--- config.mk ---
export PLATFORM = sky130hd
export DESIGN_NAME = ifu_fetch_ctrl_flat
export DESIGN_NICKNAME = d
export VERILOG_FILES = /design/src/rtl/ifu_fetch_ctrl_if.sv /design/src/rtl/ifu_fetch_ctrl.sv /design/src/flat_wrapper.sv
export SDC_FILE = /design/constraint.sdc
export NUM_CORES = 1
export LEC_CHECK = 0
export ABC_AREA = 1
export CORE_ASPECT_RATIO = 0.7
export CORE_MARGIN = 3
export CORE_UTILIZATION = 47
export DETAILED_ROUTE_END_ITERATION = 7
export PLACE_DENSITY = 0.86
export SLEW_MARGIN = 20
export SYNTH_ARGS = -nofsm -noshare
export SYNTH_HDL_FRONTEND = slang
export SYNTH_SLANG_ARGS = --single-unit
--- constraint.sdc ---
create_clock -name clk -period 2.8 [get_ports clk]
set_input_delay 0.42 -clock clk [delete_from_list [all_inputs] [get_ports clk]]
set_output_delay 0.42 -clock clk [all_outputs]
set_load 0.01 [all_outputs]
--- src/rtl/ifu_fetch_ctrl_if.sv ---
// Fetch controller bus bundle: instruction-memory request/response channel and
// the push/occupancy side of the downstream IF/ID fifo.
interface ifu_fetch_ctrl_if #(
  parameter int ADDR_WIDTH = 32,
  parameter int DATA_WIDTH = 32
);
  logic                             mem_req;
  logic [ADDR_WIDTH-1:0]            mem_addr;
  logic                             mem_gnt;
  logic                             mem_rvalid;
  logic [DATA_WIDTH-1:0]            mem_rdata;
  logic                             fifo_w_req;
  logic [ADDR_WIDTH+DATA_WIDTH-1:0] fifo_wdata;
  logic                             fifo_full;
  logic                             fifo_pop;

  modport master (
    output mem_req, mem_addr, fifo_w_req, fifo_wdata,
    input  mem_gnt, mem_rvalid, mem_rdata, fifo_full, fifo_pop
  );

  modport slave (
    input  mem_req, mem_addr, fifo_w_req, fifo_wdata,
    output mem_gnt, mem_rvalid, mem_rdata, fifo_full, fifo_pop
  );
endinterface

--- src/rtl/ifu_fetch_ctrl.sv ---
// Sequential instruction fetch with credit-based fifo flow control and flush/drain.
// Optional IFU_MISALIGN_CHECK_EN: misaligned redirect target halts fetch (fetch_misalign).
module ifu_fetch_ctrl #(
  parameter int                    ADDR_WIDTH = 32,
  parameter int                    DATA_WIDTH = 32,
  parameter logic [ADDR_WIDTH-1:0] RESET_PC   = '0,
  parameter int                    FIFO_DEPTH = 2,
  parameter int                    CNT_WIDTH  = 2
) (
  input  logic                  clk,
  input  logic                  rst_n,
  input  logic                  flush,
  input  logic [ADDR_WIDTH-1:0] flush_pc,
  input  logic                  hold,
`ifdef IFU_MISALIGN_CHECK_EN
  output logic                  fetch_misalign,
`endif
  ifu_fetch_ctrl_if.master      bus
);

  typedef enum logic [1:0] {IDLE, FETCH, DRAIN, HALT} state_t;

  localparam logic [CNT_WIDTH:0]    DEPTH_C = (CNT_WIDTH+1)'(FIFO_DEPTH);
  localparam logic [CNT_WIDTH-1:0]  ONE_C   = CNT_WIDTH'(1);
  localparam logic [ADDR_WIDTH-1:0] STEP_C  = ADDR_WIDTH'(4);

  state_t                state_reg, state_next;
  logic [ADDR_WIDTH-1:0] pc_reg, pc_next;
  logic [ADDR_WIDTH-1:0] rsp_pc_reg, rsp_pc_next;
  logic [CNT_WIDTH-1:0]  outst_reg, outst_next;
  logic [CNT_WIDTH-1:0]  occ_reg, occ_next;
  logic [CNT_WIDTH-1:0]  drop_reg, drop_next;
  logic                  req_hold_reg, req_hold_next;
  logic                  misalign_reg, misalign_next;

  logic [ADDR_WIDTH-1:0] flush_target;
  logic                  misalign_flush;
  logic                  credit_ok;
  logic                  mem_req_c;
  logic                  req_fire;
  logic                  push;
  logic                  unused_full;

  assign flush_target = {flush_pc[ADDR_WIDTH-1:2], 2'b00};
  assign unused_full  = bus.fifo_full;

`ifdef IFU_MISALIGN_CHECK_EN
  assign misalign_flush = flush & (flush_pc[1:0] != 2'b00);
  assign fetch_misalign = misalign_reg;
`else
  logic unused_bits;
  assign misalign_flush = 1'b0;
  assign unused_bits    = ^{flush_pc[1:0], misalign_reg};
`endif

  // Responses already promised (outstanding) count against fifo space, so a push never overflows.
  assign credit_ok = ({1'b0, outst_reg} + {1'b0, occ_reg}) < DEPTH_C;
  assign mem_req_c = (state_reg == FETCH) & (req_hold_reg | (~hold & credit_ok));
  assign req_fire  = mem_req_c & bus.mem_gnt;
  assign push      = bus.mem_rvalid & (state_reg == FETCH) & ~flush;

  assign bus.mem_req    = mem_req_c;
  assign bus.mem_addr   = pc_reg;
  assign bus.fifo_w_req = push;
  assign bus.fifo_wdata = {rsp_pc_reg, bus.mem_rdata};

  always_comb begin
    outst_next = outst_reg;
    if (req_fire & ~bus.mem_rvalid) begin
      outst_next = outst_reg + ONE_C;
    end else if (~req_fire & bus.mem_rvalid) begin
      outst_next = outst_reg - ONE_C;
    end
  end

  always_comb begin
    occ_next = occ_reg;
    if (flush && state_reg == FETCH) begin
      occ_next = '0;
    end else if (push & ~bus.fifo_pop) begin
      occ_next = occ_reg + ONE_C;
    end else if (~push & bus.fifo_pop) begin
      occ_next = occ_reg - ONE_C;
    end
  end

  // An offered but ungranted request is latched so it stays up regardless of hold/credits.
  assign req_hold_next = mem_req_c & ~bus.mem_gnt & ~flush;

  always_comb begin
    state_next    = state_reg;
    pc_next       = pc_reg;
    rsp_pc_next   = rsp_pc_reg;
    drop_next     = drop_reg;
    misalign_next = misalign_reg;

    case (state_reg)
      IDLE:  state_next = FETCH;
      FETCH: begin
        if (req_fire) begin
          pc_next = pc_reg + STEP_C;
        end
      end
      DRAIN: begin
        if (bus.mem_rvalid) begin
          drop_next = drop_reg - ONE_C;
        end
        if (drop_next == '0) begin
          state_next = FETCH;
        end
      end
      HALT:    state_next = HALT;
      default: state_next = IDLE;
    endcase

    if (push) begin
      rsp_pc_next = rsp_pc_reg + STEP_C;
    end

    // A redirect in DRAIN only retargets; the stale-response count keeps running down.
    if (flush && state_reg != IDLE) begin
      pc_next     = flush_target;
      rsp_pc_next = flush_target;
      if (misalign_flush) begin
        misalign_next = 1'b1;
        state_next    = HALT;
      end else if (state_reg != DRAIN) begin
        misalign_next = 1'b0;
        drop_next     = outst_next;
        state_next    = (outst_next != '0) ? DRAIN : FETCH;
      end
    end
  end

  always_ff @(posedge clk or negedge rst_n) begin
    if (!rst_n) begin
      state_reg    <= IDLE;
      pc_reg       <= RESET_PC;
      rsp_pc_reg   <= RESET_PC;
      outst_reg    <= '0;
      occ_reg      <= '0;
      drop_reg     <= '0;
      req_hold_reg <= 1'b0;
      misalign_reg <= 1'b0;
    end else begin
      state_reg    <= state_next;
      pc_reg       <= pc_next;
      rsp_pc_reg   <= rsp_pc_next;
      outst_reg    <= outst_next;
      occ_reg      <= occ_next;
      drop_reg     <= drop_next;
      req_hold_reg <= req_hold_next;
      misalign_reg <= misalign_next;
    end
  end

endmodule

--- src/flat_wrapper.sv ---
// flat-port wrapper written by rule: the top's interface ports become plain ports
module ifu_fetch_ctrl_flat 
#(
  parameter int                    ADDR_WIDTH = 32,
  parameter int                    DATA_WIDTH = 32,
  parameter logic [ADDR_WIDTH-1:0] RESET_PC   = '0,
  parameter int                    FIFO_DEPTH = 2,
  parameter int                    CNT_WIDTH  = 2
)
  (clk, rst_n, flush, flush_pc, hold, bus_mem_req, bus_mem_addr, bus_fifo_w_req, bus_fifo_wdata, bus_mem_gnt, bus_mem_rvalid, bus_mem_rdata, bus_fifo_full, bus_fifo_pop);
  ifu_fetch_ctrl_if #(.ADDR_WIDTH(ADDR_WIDTH), .DATA_WIDTH(DATA_WIDTH)) bus_i ();
  input  logic clk;
  input  logic rst_n;
  input  logic flush;
  input  logic [ADDR_WIDTH-1:0] flush_pc;
  input  logic hold;
  output wire logic [$bits(bus_i.mem_req)-1:0] bus_mem_req;
  output wire logic [$bits(bus_i.mem_addr)-1:0] bus_mem_addr;
  output wire logic [$bits(bus_i.fifo_w_req)-1:0] bus_fifo_w_req;
  output wire logic [$bits(bus_i.fifo_wdata)-1:0] bus_fifo_wdata;
  input wire logic [$bits(bus_i.mem_gnt)-1:0] bus_mem_gnt;
  input wire logic [$bits(bus_i.mem_rvalid)-1:0] bus_mem_rvalid;
  input wire logic [$bits(bus_i.mem_rdata)-1:0] bus_mem_rdata;
  input wire logic [$bits(bus_i.fifo_full)-1:0] bus_fifo_full;
  input wire logic [$bits(bus_i.fifo_pop)-1:0] bus_fifo_pop;
  assign bus_mem_req = bus_i.mem_req;
  assign bus_mem_addr = bus_i.mem_addr;
  assign bus_fifo_w_req = bus_i.fifo_w_req;
  assign bus_fifo_wdata = bus_i.fifo_wdata;
  assign bus_i.mem_gnt = bus_mem_gnt;
  assign bus_i.mem_rvalid = bus_mem_rvalid;
  assign bus_i.mem_rdata = bus_mem_rdata;
  assign bus_i.fifo_full = bus_fifo_full;
  assign bus_i.fifo_pop = bus_fifo_pop;
  ifu_fetch_ctrl #(.ADDR_WIDTH(ADDR_WIDTH), .DATA_WIDTH(DATA_WIDTH), .RESET_PC(RESET_PC), .FIFO_DEPTH(FIFO_DEPTH), .CNT_WIDTH(CNT_WIDTH)) u_core (.clk(clk), .rst_n(rst_n), .flush(flush), .flush_pc(flush_pc), .hold(hold), .bus(bus_i));
endmodule
## Word-level counts from Yosys, hierarchy flattened

Index checks and enable logic that the tools add are counted.
Widths: inputs -> output; s select.

- Output and inout bits: 98
- Logic and storage cells: 70
- Register bits after elaboration: 73
- Input bits: 72

- Multiplexer cells: 20
- Reduce and logical (&&, ||, !) cells: 11
- $add $sub $neg: 8
- Eq/ne operators: 4
- $lt $le $gt $ge: 1
- Bitwise gates (word level): 19

Operators with widths:

| operator | count |
|---|---|
| $mux 32 | 5 |
| $add 32x3->32 const B | 2 |
| $mux 2 | 14 |
| $and 1x1->1 | 11 |
| $reduce_bool 2->1 | 5 |
| $not 1->1 | 7 |
| $pmux 2 s3 | 1 |
| $sub 2x1->2 const B | 3 |
| $add 2x1->2 const B | 2 |
| $eq 2x2->1 const B | 2 |
| $logic_not 2->1 | 2 |
| $add 2x2->3 | 1 |
| $lt 3x2->1 const B | 1 |
| $reduce_bool 3->1 | 1 |
| $eq 2x1->1 const B | 1 |
| $logic_and 1x1->1 | 2 |
| $ne 2x2->1 const B | 1 |
| $reduce_and 2->1 | 1 |
| $or 1x1->1 | 1 |

## Logic depth before layout (Yosys ltp)

Gate-level depths: netlist of the first run.

- Word-level depth: 14
- Mapped depth: 14
- Gate-level depth less buffers: 14

## Least setup slack after synthesis of the first run

OpenSTA, ideal clock, no wires.

- Path type: register to register
- From: register u_core.occ_reg[0]
- To: register u_core.pc_reg[28] (netlist: u_core.bus.mem_addr[28])
- Path buffers: 1
- Setup time: 0.122 ns
- Arrival time: 1.798 ns
- Stages on the path, launching flop included: 13
- Slack: 0.880 ns
- Required time: 2.678 ns
- Period minus slack after synthesis: 1.920 ns
- Path through: dfrtp_1 -> nand2_1 -> inv_1 -> fa_1 -> nor2_1 -> nand2_1 -> nand2_1 -> nand3_2 -> nand2_1 -> inv_2 -> buf_2 -> a21oi_1 -> a21oi_1

- Cells in the longest elaborated chain, start to end: 8

Ends and longest elaborated chain:

| what | RTL line | RTL |
|---|---|---|
| start: declaration | ifu_fetch_ctrl.sv:31 | `logic [CNT_WIDTH-1:0] occ_reg, occ_next;` |
| start signal: assignment | ifu_fetch_ctrl.sv:150 | `occ_reg <= occ_next;` |
| $add 2x2->3 | ifu_fetch_ctrl.sv:57 | `assign credit_ok = ({1'b0, outst_reg} + {1'b0, occ_reg}) < DEPTH_C;` |
| $lt 3x2->1 | ifu_fetch_ctrl.sv:57 |  |
| $and 1x1->1 | ifu_fetch_ctrl.sv:58 | `assign mem_req_c = (state_reg == FETCH) & (req_hold_reg \| (~hold & credit_ok));` |
| $or 1x1->1 | ifu_fetch_ctrl.sv:58 |  |
| $and 1x1->1 | ifu_fetch_ctrl.sv:58 |  |
| $and 1x1->1 | ifu_fetch_ctrl.sv:59 | `assign req_fire = mem_req_c & bus.mem_gnt;` |
| $reduce_bool 2->1 (no line) | - |  |
| $reduce_and 2->1 (no line) | - |  |
| end signal: assignment | ifu_fetch_ctrl.sv:147 | `pc_reg <= pc_next;` |
| end: declaration | ifu_fetch_ctrl.sv:28 | `logic [ADDR_WIDTH-1:0] pc_reg, pc_next;` |

No other way between the ends.
A chain may end at the register's enable or synchronous reset.

## Worst setup path in the final report of the first run

- From: register u_core.outst_reg[0]
- To: output bus_mem_req

- Cells in the longest elaborated chain, start to end: 5

Ends and longest elaborated chain:

| what | RTL line | RTL |
|---|---|---|
| start: declaration | ifu_fetch_ctrl.sv:30 | `logic [CNT_WIDTH-1:0] outst_reg, outst_next;` |
| start signal: assignment | ifu_fetch_ctrl.sv:149 | `outst_reg <= outst_next;` |
| $add 2x2->3 | ifu_fetch_ctrl.sv:57 |  |
| $lt 3x2->1 | ifu_fetch_ctrl.sv:57 |  |
| $and 1x1->1 | ifu_fetch_ctrl.sv:58 |  |
| $or 1x1->1 | ifu_fetch_ctrl.sv:58 |  |
| $and 1x1->1 | ifu_fetch_ctrl.sv:58 |  |
| end: declaration | flat_wrapper.sv:17 | `output wire logic [$bits(bus_i.mem_req)-1:0] bus_mem_req;` |

No other way between the ends.

==> results.py, run 1 <==
metrics = {
    "global_routing": {
        "grt_max_degree": 50,
        "grt_pass1_wl_mm": 24.9,
        "grt_use_total": 0.263,
        "grt-ovfl-total": 0,
        "antenna_found_initial": 0,
        "grt_pass1_vias": 4860,
    },
    "die": {
        "die_width_um": 130,
        "io_pins": 170,
        "row_count": 30,
        "initial_core_util": 0.502,
        "core_area_sq_um": 10100,
        "die_h_um": 92.7,
        "die_area_sq_um": 12000,
    },
    "clocking": {
        "clkSlewWorstSetupHoldPaths_ns": 0.06,
        "post_cts_buffers": 0,
        "cts_resized": 0,
        "clockBufferDepth": 2,
        "cts_hold_buf": 0,
        "clock_latency_ns": 0.34,
        "htreeDepth": 3,
        "clockRootBuffer": "clkbuf_16",
        "cts.sinks": 69,
        "cts_buffers": 9,
        "cts_tree": "done",
    },
    "timing": {
        "fmax_mhz": 379,
        "drv_slew": 0,
        "fin_crit_sh": 0.942,
        "rsz0062_at_grt": "false",
        "period_minus_slack_ns": 2.64,
        "setup_tns_ns": 0,
        "finClkSkew_ns": 0.00745,
        "final_hold_viol_count": 0,
        "setup_viol": 0,
    },
    "route": {
        "wire_per_inst_um": 16.1,
        "dr.pass1.iters": 5,
        "vias_per_cell": 5.65,
        "wl_mm": 15.7,
        "ant_nets": 0,
        "drc": 0,
        "vias": 5488,
        "drt_iter0_markers": 684,
    },
    "power_and_ir_drop": {
        "p_leak_nw": 2.86,
        "p_switching_w": 0.00302,
        "sw_frac_of_total": 0.445,
        "power_frac_clock": 0.178,
        "power_density_nw_per_um2": 1090,
        "power.internal_w": 0.00376,
        "seq_power_share": 0.325,
        "combPwrFrac": 0.497,
        "vdd_drop_max_mv": 0.527,
    },
    "placed_design": {
        "gp_congestion": 0.946,
        "place_area_sq_um": 5930,
        "hpwl_mm": 11.8,
        "portBuffers": 98,
    },
    "logic_synthesis": {
        "seq_area_frac_synth": 0.342,
        "syn_area_sq_um": 5050,
        "yosys_warnings": 0,
        "syn_avg_cell_area_sq_um": 6.53,
        "synth_cell_types": 35,
        "ys_seq_elements": 69,
        "syn_inst": 774,
    },
    "status": {
        "outcome": "completed",
    },
    "final_layout": {
        "area_growth_pct": 23.5,
        "mostFrequentLayoutCells": "nand2_1 (236), nor2_1 (113), clkdlybuf4s50_1 (97), dfrtp_1 (69), inv_1 (64)",
        "drive_above_1_share": 0.0569,
        "n_antenna_cell": 0,
        "design_area_sq_um": 6240,
        "mostFrequentLayoutCell": "nand2_1",
        "layout.nets": 915,
    },
    "flow_run": {
        "max-cap-violations": 0,
    },
    "worst_setup_path": {
        "end_kind": "primary output",
        "cp-start-kind": "flip-flop",
        "required_ns": 2.38,
        "cp.arrival_ns": 2.22,
        "path_max_fanout": 4,
        "worstSetupPathType": "reg -> out",
    },
    "min_path": {
        "hp-class": "in -> async",
    },
}
Yosys cell counts:
master    number  area [sq um]
nand4_1       14          87.6
o21ai_1        7          35.0
nor3_1        20           100
and3_1         1          6.26
a31oi_1       18           113
buf_4         41           308
o31ai_1        3          22.5
xnor2_1        2          17.5
o221ai_1       1          8.76
nand3_2        2          20.0
dfrtp_1       69          1730
a22oi_1        3          22.5
inv_2         11          41.3
a21oi_2        1          8.76
buf_2          7          35.0
a32o_1         1          10.0
or2_1          1          6.26
nand3b_1      11          82.6
a21oi_1       40           200
fa_1           1          20.0
nand3_1       56           280
o21ai_0       11          55.1
nor3b_1        1          7.51
nor3_2         2          20.0
clkbuf_1       8          30.0
nand2_1      236           886
and2_1         1          6.26
nor2_1       113           424
ha_1           3          37.5
xor2_1        14           123
or2_2          1          6.26
o211ai_1       4          30.0
inv_1         64           240
nor2_2         5          31.3
conb_1         1          3.75
final timing paths:
kind / depth (start not counted) / from / slack, ns / to
hold / removal: 1 / rst_n / 0.02 / u_core.req_hold_reg
setup reg to reg: 11 / u_core.outst_reg[0] / 0.55 / u_core.bus.mem_addr[28]
hold reg to reg: 1 / u_core.occ_reg[0] / 0.55 / u_core.occ_reg[0]
max in group asynchronous: 2 / rst_n / 2.03 / u_core.rsp_pc_reg[30]
setup / recovery: 9 / u_core.outst_reg[0] / 0.16 / bus_mem_req
min in group clk: 1 / u_core.occ_reg[0] / 0.55 / u_core.occ_reg[0]
area by class of cell:
| class | instances | area [sq um] |
|---|---|---|
| fillers | 937 | 3820 |
| multi-input cells | 577 | 2690 |
| flip-flops and latches | 69 | 1730 |
| repair buffers | 107 | 1070 |
| inverters | 75 | 282 |
| clock buffers | 12 | 267 |
| well taps | 128 | 160 |
| clock inverters | 4 | 45.0 |
power groups by stage:
stage	combinational [W]	clock (W)	sequential (W)
3_3_place_gp	0.00325	0	0.00218
2_1_floorplan	0.00185	0	0.00219
4_1_cts	0.00335	0.00122	0.00218
6_report	0.00336	0.00121	0.00220
3_5_place_dp	0.00333	0	0.00219
5_1_grt	0.00374	0.00126	0.00228
worst max-delay path, stage by stage, from the launching register on:
cell and delay (ns):
dfrtp_1 0.42, nand2_1 0.07, inv_1 0.05, fa_1 0.42, nor2_1 0.09, nand2_1 0.05, nand2_1 0.11, nand2_1 0.08
inv_1 0.05, clkdlybuf4s50_1 0.53
logic make-up after synthesis:
logic type | synth area share
AO/OA/AOI/OAI | 0.100
XOR/XNOR | 0.0277
adder cells (fa/ha/maj) | 0.0114
buffers and inverters | 0.130
flip-flops | 0.342
other | 0.000742
AND/OR/NAND/NOR | 0.389
stage by stage:
stage,hold slack [ns],std cells,util,setup slack (ns),power [W]
final,0.0245,972,0.620,0.161,0.00677
after global routing,0.0601,972,0.620,0.0885,0.00728
after CTS,0.0337,972,0.620,0.152,0.00675
after detailed placement,0.396,956,0.589,0.452,0.00551
after global placement,0.392,956,0.589,0.450,0.00543
after floorplan,0.124,777,-,0.880,0.00404
metal layers:
| layer | routed length (um) | track usage | up-vias |
|---|---|---|---|
| met2 | 6230 | 0.350 | 362 |
| met4 | 364 | 0.0830 | 0 |
| met5 | 0 | 0 | - |
| met1 | 7110 | 0.403 | 2500 |
| li1 | - | - | 2587 |
| met3 | 1960 | 0.0767 | 39 |
Note: power is estimated with default switching activity, not from simulation.
==> run 2: changes to the inputs <==
GPL_TIMING_DRIVEN = 0   (was default)
==> results.py, run 2 (synthesis results as in run 1) <==
metrics = {
    "timing": {
        "period_minus_slack_ns": 2.64,
        "fmax_mhz": 379,
        "relSlewSlack": 0.578,
        "fin_crit_sh": 0.942,
        "setup_tns_ns": 0,
        "final_hold_viol_count": 0,
        "rsz0062_at_grt": "false",
        "drv_slew": 0,
        "max_slew.worst_pin.slew_ns": 0.633,
        "setup_viol": 0,
        "finClkSkew_ns": 0.00521,
        "setup_slack_ns": 0.163,
    },
    "die": {
        "io_pins": 170,
        "die_h_um": 92.7,
        "die_width_um": 130,
        "row_count": 30,
        "initial_core_util": 0.502,
        "die_area_sq_um": 12000,
        "core_area_sq_um": 10100,
    },
    "clocking": {
        "clkSlewWorstSetupHoldPaths_ns": 0.06,
        "htreeDepth": 3,
        "cts.sinks": 69,
        "clockBufferDepth": 2,
        "cts_buffers": 9,
        "clock_latency_ns": 0.34,
        "cts_tree": "done",
        "clockRootBuffer": "clkbuf_16",
    },
    "placed_design": {
        "place_ws_ns": 0.330,
        "hpwl_mm": 13.9,
        "place_area_sq_um": 6550,
        "gp_congestion": 0.999,
        "place_inst": 1036,
        "portBuffers": 130,
    },
    "worst_setup_path": {
        "cp.arrival_ns": 2.22,
        "path_max_fanout": 4,
        "r2r_start": "u_core.occ_reg[0]",
        "cp-start-kind": "flip-flop",
        "reg2regPathDepth": 12,
        "critPathLaunch": "u_core.occ_reg[0]",
        "reg2reg_slack_ns": 0.46,
        "endpoint": "bus_mem_req",
        "required_ns": 2.38,
        "worstSetupPathType": "reg -> out",
        "end_kind": "primary output",
        "worst_r2r_endpoint": "u_core.bus.mem_addr[28]",
    },
    "route": {
        "vias": 5980,
        "ant_nets": 0,
        "drc": 0,
        "wire_per_inst_um": 17.3,
        "vias_per_cell": 5.68,
        "wl_mm": 18.3,
        "drt_iter0_markers": 776,
        "dr.pass1.iters": 6,
    },
    "final_layout": {
        "drive_above_1_share": 0.0962,
        "mostFrequentLayoutCells": "nand2_1 (235), clkdlybuf4s50_1 (129), nor2_1 (113), dfrtp_1 (69), inv_1 (64)",
        "layout.nets": 996,
        "n_fill_cell": 873,
        "mostFrequentLayoutCell": "nand2_1",
        "design_area_sq_um": 6920,
        "layoutNonFillerInstCount": 1053,
        "area_growth_pct": 37.0,
        "fin_util": 0.688,
        "n_antenna_cell": 0,
    },
    "global_routing": {
        "antenna_found_initial": 0,
        "grt_pass1_vias": 5388,
        "grt-ovfl-total": 0,
        "grt_max_degree": 54,
        "grt_pass1_wl_mm": 28.7,
        "grt_use_total": 0.305,
    },
    "status": {
        "outcome": "completed",
    },
    "power_and_ir_drop": {
        "power_density_nw_per_um2": 1040,
        "p_leak_nw": 3.20,
        "vdd_drop_max_mv": 0.584,
    },
    "min_path": {
        "hp-class": "in -> async",
    },
    "flow_run": {
        "max-cap-violations": 0,
    },
}
==> run 2: worst max-delay path: stages (launching register included) <==
cell	delay (ns)
dfrtp_1	0.42
nand2_1	0.08
inv_1	0.05
fa_1	0.42
nor2_1	0.10
nand2_1	0.07
nand2_2	0.08
nand2_1	0.08
inv_1	0.06
clkdlybuf4s50_1	0.52
==> run 2: cell type report <==
cell class / instances / area [sq um] / area share
clock inverter: 5 / 106 / 0.0154
clock buffer: 11 / 253 / 0.0365
buffer: 56 / 373 / 0.0539
sequential: 69 / 1730 / 0.249
inverter: 75 / 282 / 0.0407
multi-input combinational: 577 / 2690 / 0.388
timing repair buffer: 132 / 1340 / 0.193
tap: 128 / 160 / 0.0231
==> run 2: where the power goes <==
part / internal (W) / switching, W / leakage, nW
combinational: 0.00161 / 0.00198 / 2.22
clock: 0.000921 / 0.000465 / 0.172
sequential: 0.00147 / 0.000748 / 0.808
total: 0.00400 / 0.00319 / 3.20
==> run 2: how the worst min path moves through the flow <==
stage          cells past startpoint                       to  slack, ns              startpoint
6_report                           2      u_core.outst_reg[0]       0.50                   rst_n
5_1_grt                            2      u_core.outst_reg[0]       0.52                   rst_n
4_1_cts                            2      u_core.outst_reg[0]       0.50                   rst_n
3_5_place_dp                       1      u_core.outst_reg[0]       0.31                   rst_n
3_3_place_gp                       2   u_core.bus.mem_addr[4]       0.53  u_core.bus.mem_addr[4]
2_1_floorplan                      0  u_core.bus.mem_addr[10]       0.12                   rst_n
==> run 2: per-stage QoR <==
| step | total power (W) | hold WS, ns |
|---|---|---|
| 2_1_floorplan | 0.00404 | 0.124 |
| 3_3_place_gp | 0.00559 | 0.535 |
| 3_5_place_dp | 0.00568 | 0.314 |
| 4_1_cts | 0.00711 | 0.505 |
| 5_1_grt | 0.00768 | 0.517 |
| 6_report | 0.00719 | 0.501 |
==> run 2: timing repair <==
item                                    in CTS  in global routing
hold buffers                                 1                  0
resized for setup                            0                  1
endpoints found under the setup margin       0                  1
hold endpoints to repair                    16                  0
setup buffers                                0                  0
==> run 2: per-layer routing <==
| layer | vias to the layer above | share of wire | global-route usage | wire length [um] |
|---|---|---|---|---|
| li1 | 2758 | - | - | - |
| met5 | - | 0 | 0 | 0 |
| met2 | 440 | 0.42 | 0.430 | 7610 |
| met1 | 2732 | 0.42 | 0.455 | 7600 |
| met4 | 0 | 0.021 | 0.0779 | 378 |
| met3 | 50 | 0.15 | 0.0888 | 2670 |
==> run 3: changes to the inputs <==
GPL_ROUTABILITY_DRIVEN = 0   (was default)
==> results.py, run 3 (synthesis results as in run 1) <==
metrics = {
    "status": {
        "outcome": "completed",
    },
    "worst_setup_path": {
        "crit_top_cell": "nand2_1",
        "crit_slowest_cell": "clkdlybuf4s50_1",
        "cp_cell_sequence": "nand2_1 > inv_1 > fa_1 > nor2_1 > nand2_1 > nand2_1 > nand2_1 > inv_1 > clkdlybuf4s50_1",
        "end_kind": "primary output",
        "critPathBufInv": 3,
        "worstSetupPathType": "reg -> out",
        "required_ns": 2.38,
        "cp-start-kind": "flip-flop",
        "critPathLaunch": "u_core.outst_reg[0]",
        "worst_path_largest_cell_delay_ns": 0.53,
        "cp.arrival_ns": 2.26,
        "r2r_start": "u_core.outst_reg[0]",
        "path_max_fanout": 4,
        "crit_family": "buffers and inverters",
    },
    "power_and_ir_drop": {
        "vdd_drop_max_mv": 0.618,
        "power_density_nw_per_um2": 1040,
        "p_leak_nw": 3.20,
    },
    "clocking": {
        "cts.sinks": 69,
        "cts_resized": 0,
        "clkSlewWorstSetupHoldPaths_ns": 0.06,
        "htreeDepth": 3,
        "clock_latency_ns": 0.34,
        "cts_buffers": 9,
        "clockBufferDepth": 2,
        "cts_tree": "done",
        "post_cts_buffers": 0,
        "clockRootBuffer": "clkbuf_16",
    },
    "timing": {
        "setup_viol": 0,
        "rsz0062_at_grt": "false",
        "fin_crit_sh": 0.956,
        "drv_slew": 0,
        "period_minus_slack_ns": 2.68,
        "setup_slack_ns": 0.122,
        "fmax_mhz": 373,
        "relSlewSlack": 0.538,
        "setup_tns_ns": 0,
        "final_hold_viol_count": 0,
        "finClkSkew_ns": 0.00448,
        "max_slew.worst_pin.slew_ns": 0.694,
        "holdWs_ns": 0.511,
    },
    "route": {
        "drt_iter0_markers": 1029,
        "wl_mm": 18.2,
        "vias_per_cell": 5.77,
        "vias": 6078,
        "dr.pass1.iters": 6,
        "drc": 0,
        "wire_per_inst_um": 17.3,
        "ant_nets": 0,
    },
    "flow_run": {
        "max-cap-violations": 0,
    },
    "final_layout": {
        "mostFrequentLayoutCells": "nand2_1 (236), clkdlybuf4s50_1 (129), nor2_1 (113), dfrtp_1 (69), inv_1 (64)",
        "layout.nets": 996,
        "drive_above_1_share": 0.0941,
        "mostFrequentLayoutCell": "nand2_1",
        "layoutNonFillerInstCount": 1053,
        "fin_util": 0.686,
        "area_growth_pct": 36.6,
        "n_antenna_cell": 0,
        "n_fill_cell": 862,
    },
    "placed_design": {
        "hpwl_mm": 13.7,
        "portBuffers": 130,
        "place_inst": 1036,
        "place_ws_ns": 0.347,
    },
    "die": {
        "row_count": 30,
        "initial_core_util": 0.502,
        "core_area_sq_um": 10100,
        "die_area_sq_um": 12000,
        "die_width_um": 130,
        "io_pins": 170,
        "die_h_um": 92.7,
    },
    "global_routing": {
        "grt_use_total": 0.300,
        "grt_pass1_vias": 5496,
        "grt_max_degree": 51,
        "antenna_found_initial": 0,
        "grt_pass1_wl_mm": 28.4,
        "grt-ovfl-total": 0,
    },
    "min_path": {
        "hp-class": "in -> async",
    },
}
## run 3: cell count changes in the layout (fill, tap and decap cells not counted)
cell	previous run	this run
nand2_2	1	0
nand2_1	235	236
clkbuf_1	8	9
clkinv_2	0	1
clkbuf_8	2	0
## run 3: final timing paths
kind                       depth (start not counted)  slack, ns                      end
max                                                9       0.12              bus_mem_req
min                                                2       0.51      u_core.outst_reg[0]
max reg2reg                                       12       0.40  u_core.bus.mem_addr[28]
min reg2reg                                        2       0.57   u_core.bus.mem_addr[4]
max in group asynchronous                          3       1.73    u_core.rsp_pc_reg[29]
min in group clk                                   2       0.57   u_core.bus.mem_addr[4]
## run 3: layout make-up
type | instances | area [sq um] | share of cell area
repair buffers | 132 | 1340 | 0.194
clock buffers | 10 | 229 | 0.0332
clock inverters | 6 | 111 | 0.0161
inverters | 75 | 282 | 0.0408
well taps | 128 | 160 | 0.0232
multi-input cells | 577 | 2680 | 0.389
plain buffers | 56 | 373 | 0.0540
flip-flops and latches | 69 | 1730 | 0.250
## run 3: per-layer routing
metal,share of wire,vias up,track usage
met1,0.41,2793,0.438
met5,0,-,0
li1,-,2754,-
met3,0.16,50,0.105
met4,0.021,0,0.0735
met2,0.42,481,0.422
## run 3: stage by stage
step | power, W | instance area, sq um
3_5_place_dp | 0.00568 | 6550
4_1_cts | 0.00705 | 6900
6_report | 0.00715 | 6900
2_1_floorplan | 0.00404 | 5060
3_3_place_gp | 0.00558 | 6530
5_1_grt | 0.00761 | 6900
## run 3: what timing repair did
action / CTS / global route
endpoints found under the setup margin: 0 / 0
hold buffers: 1 / 0
hold endpoints to repair: 19 / 0
## run 3: power by group
part	switching, W	leakage (nW)	total [W]	internal (W)
Sequential	0.000753	0.808	0.00222	0.00147
Combinational	0.00198	2.22	0.00359	0.00160
Clock	0.000466	0.163	0.00134	0.000871
Total	0.00320	3.20	0.00715	0.00394
